### config.mk
export PLATFORM = sky130hd
export DESIGN_NAME = byte_to_lane_mapper
export DESIGN_NICKNAME = d
export VERILOG_FILES = /design/src/rtl/mb_lane_pkg.sv /design/src/rtl/lane_beat_slicer.sv /design/src/rtl/byte_to_lane_mapper.sv
export SDC_FILE = /design/constraint.sdc
export NUM_CORES = 2
export LEC_CHECK = 0
export ABC_AREA = 1
export CAP_MARGIN = 20
export CORE_AREA = 2 2 397 399
export CTS_CLUSTER_SIZE = 20
export DETAILED_ROUTE_END_ITERATION = 10
export DIE_AREA = 0 0 399 401
export PLACE_DENSITY_LB_ADDON = 0.05
export SLEW_MARGIN = 0
export SYNTH_ARGS = -nofsm -noshare
export SYNTH_HDL_FRONTEND = slang
export SYNTH_HIERARCHICAL = 1
export SYNTH_SLANG_ARGS = --single-unit
### constraint.sdc
create_clock -name i_clk -period 4.2 [get_ports i_clk]
set_clock_uncertainty 0.2 [all_clocks]
set_input_delay 0.84 -clock i_clk [delete_from_list [all_inputs] [get_ports i_clk]]
set_output_delay 0.84 -clock i_clk [all_outputs]
set_load 0.01 [all_outputs]
### src/rtl/mb_lane_pkg.sv
// -----------------------------------------------------------------------------
// mb_lane_pkg
// Shared definitions for the mainband lane mapper (TX) and demapper (RX).
// Both sides import this package so the lane-mode encoding and the beat
// structure can never drift apart between transmitter and receiver.
//
// Contents:
//   LANES_*            functional-lane mode encodings
//   BYTES_PER_LANE     bytes carried by one lane in one beat
//   BEATS_8LANE/16LANE beats needed to move one flit in each lane mode
//   mapper_state_t     TX mapper FSM states
//   beats_for_mode()   beats per flit for a given lane mode
// -----------------------------------------------------------------------------
package mb_lane_pkg;

    localparam logic [1:0] LANES_NONE = 2'b00;
    localparam logic [1:0] LANES_0_7  = 2'b01;
    localparam logic [1:0] LANES_8_15 = 2'b10;
    localparam logic [1:0] LANES_0_15 = 2'b11;

    localparam int BYTES_PER_LANE = 4;
    localparam int BEATS_8LANE    = 2;
    localparam int BEATS_16LANE   = 1;

    typedef enum logic [1:0] {
        ST_IDLE  = 2'd0,
        ST_BEAT0 = 2'd1,
        ST_BEAT1 = 2'd2
    } mapper_state_t;

    // Only the full-width mode moves a flit in one beat; both degraded
    // halves need two.
    function automatic int beats_for_mode(input logic [1:0] mode);
        return (mode == LANES_0_15) ? BEATS_16LANE : BEATS_8LANE;
    endfunction

endpackage

### src/rtl/lane_beat_slicer.sv
// -----------------------------------------------------------------------------
// lane_beat_slicer
// Combinational slicer: selects which bytes of a flit go onto which TX lane
// for a given lane mode and beat index. Lanes not used by the mode are zero.
//
// Ports:
//   i_flit   [8*N_BYTES-1:0]  flit, byte 0 in bits [7:0]
//   i_mode   [1:0]            lane mode (mb_lane_pkg LANES_*)
//   i_beat                    beat index within the flit (0 or 1)
//   o_lanes  [NUM_LANES]      per-lane word, WIDTH bits each
// -----------------------------------------------------------------------------
module lane_beat_slicer
    import mb_lane_pkg::*;
#(
    parameter int WIDTH     = 32,
    parameter int N_BYTES   = 64,
    parameter int NUM_LANES = 16
) (
    input  logic [8*N_BYTES-1:0] i_flit,
    input  logic [1:0]           i_mode,
    input  logic                 i_beat,
    output logic [WIDTH-1:0]     o_lanes [NUM_LANES]
);

    localparam int HALF_LANES = NUM_LANES / BEATS_8LANE;
    localparam int HALF_BYTES = N_BYTES / BEATS_8LANE;

    always_comb begin
        for (int k = 0; k < NUM_LANES; k++) begin
            o_lanes[k] = '0;
        end
        case (i_mode)
            LANES_0_15: begin
                for (int k = 0; k < NUM_LANES; k++) begin
                    o_lanes[k] = i_flit[k*BYTES_PER_LANE*8 +: WIDTH];
                end
            end
            // Degraded modes: beat 0 carries the low half of the flit,
            // beat 1 the high half; the lowest word of a half always goes
            // on the lowest lane of the active group.
            LANES_0_7: begin
                for (int k = 0; k < HALF_LANES; k++) begin
                    o_lanes[k] = i_flit[(int'(i_beat)*HALF_BYTES + k*BYTES_PER_LANE)*8 +: WIDTH];
                end
            end
            LANES_8_15: begin
                for (int k = 0; k < HALF_LANES; k++) begin
                    o_lanes[HALF_LANES+k] = i_flit[(int'(i_beat)*HALF_BYTES + k*BYTES_PER_LANE)*8 +: WIDTH];
                end
            end
            default: ;
        endcase
    end

endmodule

### src/rtl/byte_to_lane_mapper.sv
// -----------------------------------------------------------------------------
// byte_to_lane_mapper
// Transmit-side mainband mapper. Accepts one flit per valid/ready handshake,
// buffers it with the lane mode sampled at accept, and drives it onto the TX
// lanes in one beat (16-lane mode) or two beats (8-lane modes). Byte order
// is the inverse of the RX demapper so TX->RX loopback returns the flit.
//
// Ports:
//   i_clk, i_rst_n            clock, asynchronous active-low reset
//   enable_mapper             0 = idle (flush, outputs zero), 1 = operate
//   i_functional_tx_lanes     lane mode (01 = 0-7, 10 = 8-15, 11 = 0-15)
//   i_data, i_data_valid      offered flit
//   o_ready                   flit accepted when i_data_valid && o_ready
//   o_lane_0 .. o_lane_15     registered lane words
//   o_lane_valid              lanes carry a valid beat
//   o_flit_done               last beat of a flit
// -----------------------------------------------------------------------------
module byte_to_lane_mapper
    import mb_lane_pkg::*;
#(
    parameter int WIDTH     = 32,
    parameter int N_BYTES   = 64,
    parameter int NUM_LANES = 16
) (
    input  logic                 i_clk,
    input  logic                 i_rst_n,
    input  logic                 enable_mapper,
    input  logic [1:0]           i_functional_tx_lanes,
    input  logic [8*N_BYTES-1:0] i_data,
    input  logic                 i_data_valid,
    output logic                 o_ready,
    output logic [WIDTH-1:0]     o_lane_0,
    output logic [WIDTH-1:0]     o_lane_1,
    output logic [WIDTH-1:0]     o_lane_2,
    output logic [WIDTH-1:0]     o_lane_3,
    output logic [WIDTH-1:0]     o_lane_4,
    output logic [WIDTH-1:0]     o_lane_5,
    output logic [WIDTH-1:0]     o_lane_6,
    output logic [WIDTH-1:0]     o_lane_7,
    output logic [WIDTH-1:0]     o_lane_8,
    output logic [WIDTH-1:0]     o_lane_9,
    output logic [WIDTH-1:0]     o_lane_10,
    output logic [WIDTH-1:0]     o_lane_11,
    output logic [WIDTH-1:0]     o_lane_12,
    output logic [WIDTH-1:0]     o_lane_13,
    output logic [WIDTH-1:0]     o_lane_14,
    output logic [WIDTH-1:0]     o_lane_15,
    output logic                 o_lane_valid,
    output logic                 o_flit_done
);

    mapper_state_t        r_state;
    mapper_state_t        w_state_nxt;
    logic [8*N_BYTES-1:0] r_flit;
    logic [8*N_BYTES-1:0] w_flit_nxt;
    logic [1:0]           r_mode;
    logic [1:0]           w_mode_nxt;
    logic [WIDTH-1:0]     r_lanes [NUM_LANES];
    logic [WIDTH-1:0]     w_lanes [NUM_LANES];
    logic                 r_lane_valid;
    logic                 r_flit_done;
    logic                 w_last_beat;
    logic                 w_ready;
    logic                 w_accept;
    logic                 w_beat_nxt;
    logic                 w_valid_nxt;
    logic                 w_done_nxt;

    // The beat currently on the lanes is the last of its flit: a second beat,
    // or the only beat of a full-width flit. Accepting here gives
    // back-to-back flits without a bubble.
    assign w_last_beat = (r_state == ST_BEAT1) ||
                         ((r_state == ST_BEAT0) && (beats_for_mode(r_mode) == BEATS_16LANE));

    assign w_ready  = enable_mapper && (i_functional_tx_lanes != LANES_NONE) &&
                      ((r_state == ST_IDLE) || w_last_beat);
    assign w_accept = w_ready && i_data_valid;
    assign o_ready  = w_ready;

    always_comb begin
        w_state_nxt = r_state;
        w_flit_nxt  = r_flit;
        w_mode_nxt  = r_mode;

        // Mode is only sampled here; later changes wait for the next accept.
        if (w_accept) begin
            w_flit_nxt = i_data;
            w_mode_nxt = i_functional_tx_lanes;
        end

        if (!enable_mapper) begin
            w_state_nxt = ST_IDLE;
        end else begin
            case (r_state)
                ST_IDLE: begin
                    if (w_accept) w_state_nxt = ST_BEAT0;
                end
                ST_BEAT0: begin
                    if (beats_for_mode(r_mode) == BEATS_8LANE) w_state_nxt = ST_BEAT1;
                    else if (w_accept)                         w_state_nxt = ST_BEAT0;
                    else                                       w_state_nxt = ST_IDLE;
                end
                ST_BEAT1: begin
                    w_state_nxt = w_accept ? ST_BEAT0 : ST_IDLE;
                end
                default: w_state_nxt = ST_IDLE;
            endcase
        end

        w_beat_nxt  = (w_state_nxt == ST_BEAT1);
        w_valid_nxt = (w_state_nxt != ST_IDLE);
        w_done_nxt  = (w_state_nxt == ST_BEAT1) ||
                      ((w_state_nxt == ST_BEAT0) && (beats_for_mode(w_mode_nxt) == BEATS_16LANE));
    end

    // The slicer looks at the beat about to be registered, so the lane
    // registers present it on the edge that enters that state.
    lane_beat_slicer #(
        .WIDTH     (WIDTH),
        .N_BYTES   (N_BYTES),
        .NUM_LANES (NUM_LANES)
    ) u_slicer (
        .i_flit  (w_flit_nxt),
        .i_mode  (w_mode_nxt),
        .i_beat  (w_beat_nxt),
        .o_lanes (w_lanes)
    );

    always_ff @(posedge i_clk or negedge i_rst_n) begin
        if (!i_rst_n) begin
            r_state <= ST_IDLE;
        end else begin
            r_state <= w_state_nxt;
        end
    end

    always_ff @(posedge i_clk or negedge i_rst_n) begin
        if (!i_rst_n) begin
            r_flit       <= '0;
            r_mode       <= LANES_NONE;
            r_lane_valid <= 1'b0;
            r_flit_done  <= 1'b0;
            for (int k = 0; k < NUM_LANES; k++) begin
                r_lanes[k] <= '0;
            end
        end else begin
            r_flit       <= w_flit_nxt;
            r_mode       <= w_mode_nxt;
            r_lane_valid <= w_valid_nxt;
            r_flit_done  <= w_done_nxt;
            // Lanes are forced to zero whenever no beat is valid.
            for (int k = 0; k < NUM_LANES; k++) begin
                r_lanes[k] <= w_valid_nxt ? w_lanes[k] : '0;
            end
        end
    end

    assign o_lane_valid = r_lane_valid;
    assign o_flit_done  = r_flit_done;
    assign o_lane_0     = r_lanes[0];
    assign o_lane_1     = r_lanes[1];
    assign o_lane_2     = r_lanes[2];
    assign o_lane_3     = r_lanes[3];
    assign o_lane_4     = r_lanes[4];
    assign o_lane_5     = r_lanes[5];
    assign o_lane_6     = r_lanes[6];
    assign o_lane_7     = r_lanes[7];
    assign o_lane_8     = r_lanes[8];
    assign o_lane_9     = r_lanes[9];
    assign o_lane_10    = r_lanes[10];
    assign o_lane_11    = r_lanes[11];
    assign o_lane_12    = r_lanes[12];
    assign o_lane_13    = r_lanes[13];
    assign o_lane_14    = r_lanes[14];
    assign o_lane_15    = r_lanes[15];

endmodule

# == Yosys cells after proc, flatten, opt, wreduce, memory -nomap -nowiden ==
# Index checks and enable logic that the tools add are counted.
# classes
n_addsub,7
n_eq_ne,11
shifts,8
muxes,27
reduce_logical,11
# op_table
op,count
$shiftx 512x32->32,4
$shiftx 512x11->32,3
$pmux 256 s2,2
$mux 32,16
$mux 512,1
$shiftx 512x10->32,1
$eq 32x2->1 const B,1
$add 6x5->7 const B,4
$add 6x4->7 const B,2
$eq 2x2->1 const B,6
$mux 2,6
$eq 2x1->1 const B,4
$add 6x3->7 const B,1
$pmux 2 s3,1
$logic_and 1x1->1,5
$reduce_bool 2->1,2
$logic_or 1x1->1,3
$logic_not 2->1,1
$mux 1,1
# word_totals
ff_bits,1030
output_inout_bits,515
wordCells,85

# == Longest topological paths before layout ==
# depth
ltp_word,17
ltp_mapped,17
mapped_depth_nobuf,13

# == Hierarchy ==
# Netlist, hierarchy kept.
# modules_own_cells
mod,instances,cells_each,area_each_um2
byte_to_lane_mapper,1,3788,36344.9
lane_beat_slicer,1,2480,9681.8

# == Least setup slack after synthesis ==
# Ideal clock, no wire load.
# synth_path
kind,in2reg
from,in i_functional_tx_lanes[0]
to,"reg r_lanes, in the netlist o_lane_5[31]"
setup_time_ns,0.074
t_arrival_ns,2.465
setup_slack_ns,1.462
cell_stages,15
path_buffers,4
path_cell_list,nor2_1 -> nor2_2 -> nand3_2 -> buf_2 -> buf_1 -> nand2_1 -> nand2_1 -> inv_1 -> nor2_2 -> buf_2 -> buf_2 -> nand2_1 -> nand2_1 -> inv_1 -> nor2_1
# synth_lines
item,line_no,rtl
from (decl),byte_to_lane_mapper.sv:28,"input logic [1:0] i_functional_tx_lanes,"
"to (signal, indexed assignment)",byte_to_lane_mapper.sv:153,r_lanes[k] <= w_valid_nxt ? w_lanes[k] : '0;
to (decl),byte_to_lane_mapper.sv:58,logic [WIDTH-1:0] r_lanes [NUM_LANES];

# == Worst setup path in the final report ==
# layout_path
from,in enable_mapper
to,out o_ready
# layout_via
elab_chain_cells,2
# layout_lines
item,line_no,rtl
from (decl),byte_to_lane_mapper.sv:27,"input logic enable_mapper,"
$logic_and 1x1->1 (2 in a row),byte_to_lane_mapper.sv:75,assign w_ready = enable_mapper && (i_functional_tx_lanes != LANES_NONE) &&
to (decl),byte_to_lane_mapper.sv:31,"output logic o_ready,"
# No other way between the ends.

==> impl_metrics.yaml <==
sta:
  grt_setup_unrepaired: "false"
  max_freq_mhz: 284
  holdWs_ps: 293
  slew_headroom_pct: 39.3
  period_needed_ps: 3520
  final-max-slew-violation-count: 0
  setup_viol: 0
  tightest_slew_ps: 911
  post-route-period-util_pct: 83.9
  setup_tns_ps: 0
  hold_viol: 0
  setup_slack_ps: 677
clock_tree:
  cts_buffer_depth: 3
  clk_pin_slew_worst_paths_ps: 60
  cts-buffers-inserted: 121
  cts_tree: "yes"
  htreeDepth: 3
  cts_sinks: 1030
  clk_latency_ps: 750
  cts_root_buf: "clkbuf_16"
final_layout:
  largest_register_ffs: 512
  nets: 7761
  fill_cells: 16100
  top_register: "r_flit"
  syn_to_final_growth_pct: 38.0
  utilization_pct: 40.8
  finalNonFillerCells: 9432
  drive_above_1_share_pct: 5.08
logic_synthesis:
  syn_area_per_cell_um2: 7.34
  synthTopCellsByArea: "dfrtp_1 (56%), nand2_1 (31%), inv_1 (4.2%), nor2_1 (4.2%), buf_2 (2.7%)"
  synthCells: 6268
  netlist_area_mm2: 0.0460
  syn_nets: 6786
  synth_cell_types: 14
  synth_top_cell_area_share_pct: 56.0
  ys_ff_latch: 1030
  yosysSeqAreaShare_pct: 56.0
  yosys.area.top_type: "dfrtp_1"
  synth-warning-count: 6
power:
  p_leak_nw: 32.6
  peakVddDrop_uv: 329
  power.density_mw_per_mm2: 450
routing:
  via_count: 41700
  totalWireLength_mm: 195
  drt_iter0_markers: 2603
  drcViolationCount: 0
  drt-wirelength-per-cell_um: 20.6
  dr.pass1.iters: 5
  routed_via_density: 4.42
  route.antenna.remaining_nets: 0
grt:
  grt_pass1_wl_mm: 283
  overflow: 0
  grt_util_all_layers_pct: 23.9
  grt_max_degree: 148
  antenna_found_initial: 73
  grt_pass1_vias: 41300
floorplanning:
  io_pins: 1033
  start_util_pct: 29.6
  die_w_um: 399
  dieArea_mm2: 0.160
  rows: 145
  die_h_um: 401
  coreArea_mm2: 0.156
placed_design:
  gp_congestion: 0.841
  hpwlAfterDp_mm: 136
  dp.cells: 9177
  port_buffers: 1032
  pre_cts_ws_ps: 312
hold_path:
  worstHoldPathType: "flip-flop to flip-flop"
setup_path:
  crit_fanout: 2
  required_ps: 3160
  cp-start-kind: "input port"
  critical_path_arrival_ps: 2480
  crit_type: "input port to primary output"
  cp-end-kind: "primary output"
status:
  status: "completed"
job:
  maxCapViolations: 0
==> repair_timing <==
item,CTS,global route
setup buffers,0,0
gates resized for setup,0,0
hold endpoints to repair,24,0
hold buffers,1,0
==> metal layers <==
metal	track usage [%]	wire length [um]	part of all wire (%)	vias to the layer above
met5	0	429	0.22	-
met4	9.13	7100	3.6	66
met3	5.69	12500	6.4	323
met2	39.1	92700	48	1153
met1	30.4	82100	42	19900
li1	-	-	-	20200
==> where the power goes <==
group          leakage, nW  internal [mW]  total [mW]  switching (mW)
clock network         2.10           6.77        11.3            4.55
logic                 16.9           2.16        5.90            3.74
registers             13.6           11.0        11.3           0.353
total                 32.6           19.9        28.6            8.65
==> area by class of cell <==
| type | count | area [um2] | share of cell area, % |
|---|---|---|---|
| antenna | 29 | 72.6 | 0.114 |
| multi-input combinational | 4376 | 16500 | 25.9 |
| timing repair buffer | 1191 | 12300 | 19.4 |
| tap | 2058 | 2570 | 4.06 |
| sequential | 1030 | 25800 | 40.6 |
| clock inverter | 53 | 753 | 1.19 |
| clock buffer | 172 | 3530 | 5.56 |
| inverter | 523 | 1990 | 3.14 |
==> worst paths after layout <==
kind                                     from      endpoint  slack [ps]  cells past startpoint
worst max-delay path            enable_mapper       o_ready         680                      6
worst min-delay path              r_flit[231]   r_flit[231]         290                      2
max in group asynchronous             i_rst_n  o_lane_11[2]        2140                      3
min in group asynchronous             i_rst_n   r_flit[371]         510                      2
worst max register to register      r_mode[1]   o_lane_2[2]        1390                      8
worst min register to register    r_flit[231]   r_flit[231]         290                      2
==> cell families after synthesis <==
kind of cell           after synthesis  share of synthesized area (%)
DFF                               1030                           56.0
buffers and inverters              862                           8.27
and+or+nand+nor                   4376                           35.7
==> synthesized netlist by cell type, drive strengths merged <==
library cell	n
nand3	3
clkbuf	19
nor2	521
inv	522
buf	320
nand2	3852
dfrtp	1030
clkinv	1
==> worst max-delay path, stage by stage <==
cell and delay [ps]:
clkdlybuf4s50_1 600, inv_1 80, nor2_2 180, nand2_1 90
inv_1 120, clkdlybuf4s50_1 570
==> cells in the final DEF, fill, tap and decap left out, types with 3 or more instances in the layout <==
cell type / count
nand2_1: 3852
clkdlybuf4s50_1: 1031
dfrtp_1: 1030
inv_1: 518
nor2_1: 516
clkbuf_16: 122
buf_4: 94
buf_12: 64
diode_2: 29
clkbuf_8: 29
clkinv_2: 23
clkbuf_1: 21
bufinv_16: 15
clkinvlp_4: 7
inv_8: 4
nor2_4: 3
inv_6: 3
==> stage by stage <==
step	power [mW]	area, um2
2_1_floorplan	14.8	46000
3_3_place_gp	17.5	59100
3_5_place_dp	17.5	59100
4_1_cts	28.9	63400
5_1_grt	30.1	63500
6_report	28.6	63500
Note: power is estimated with default switching activity, not from simulation.
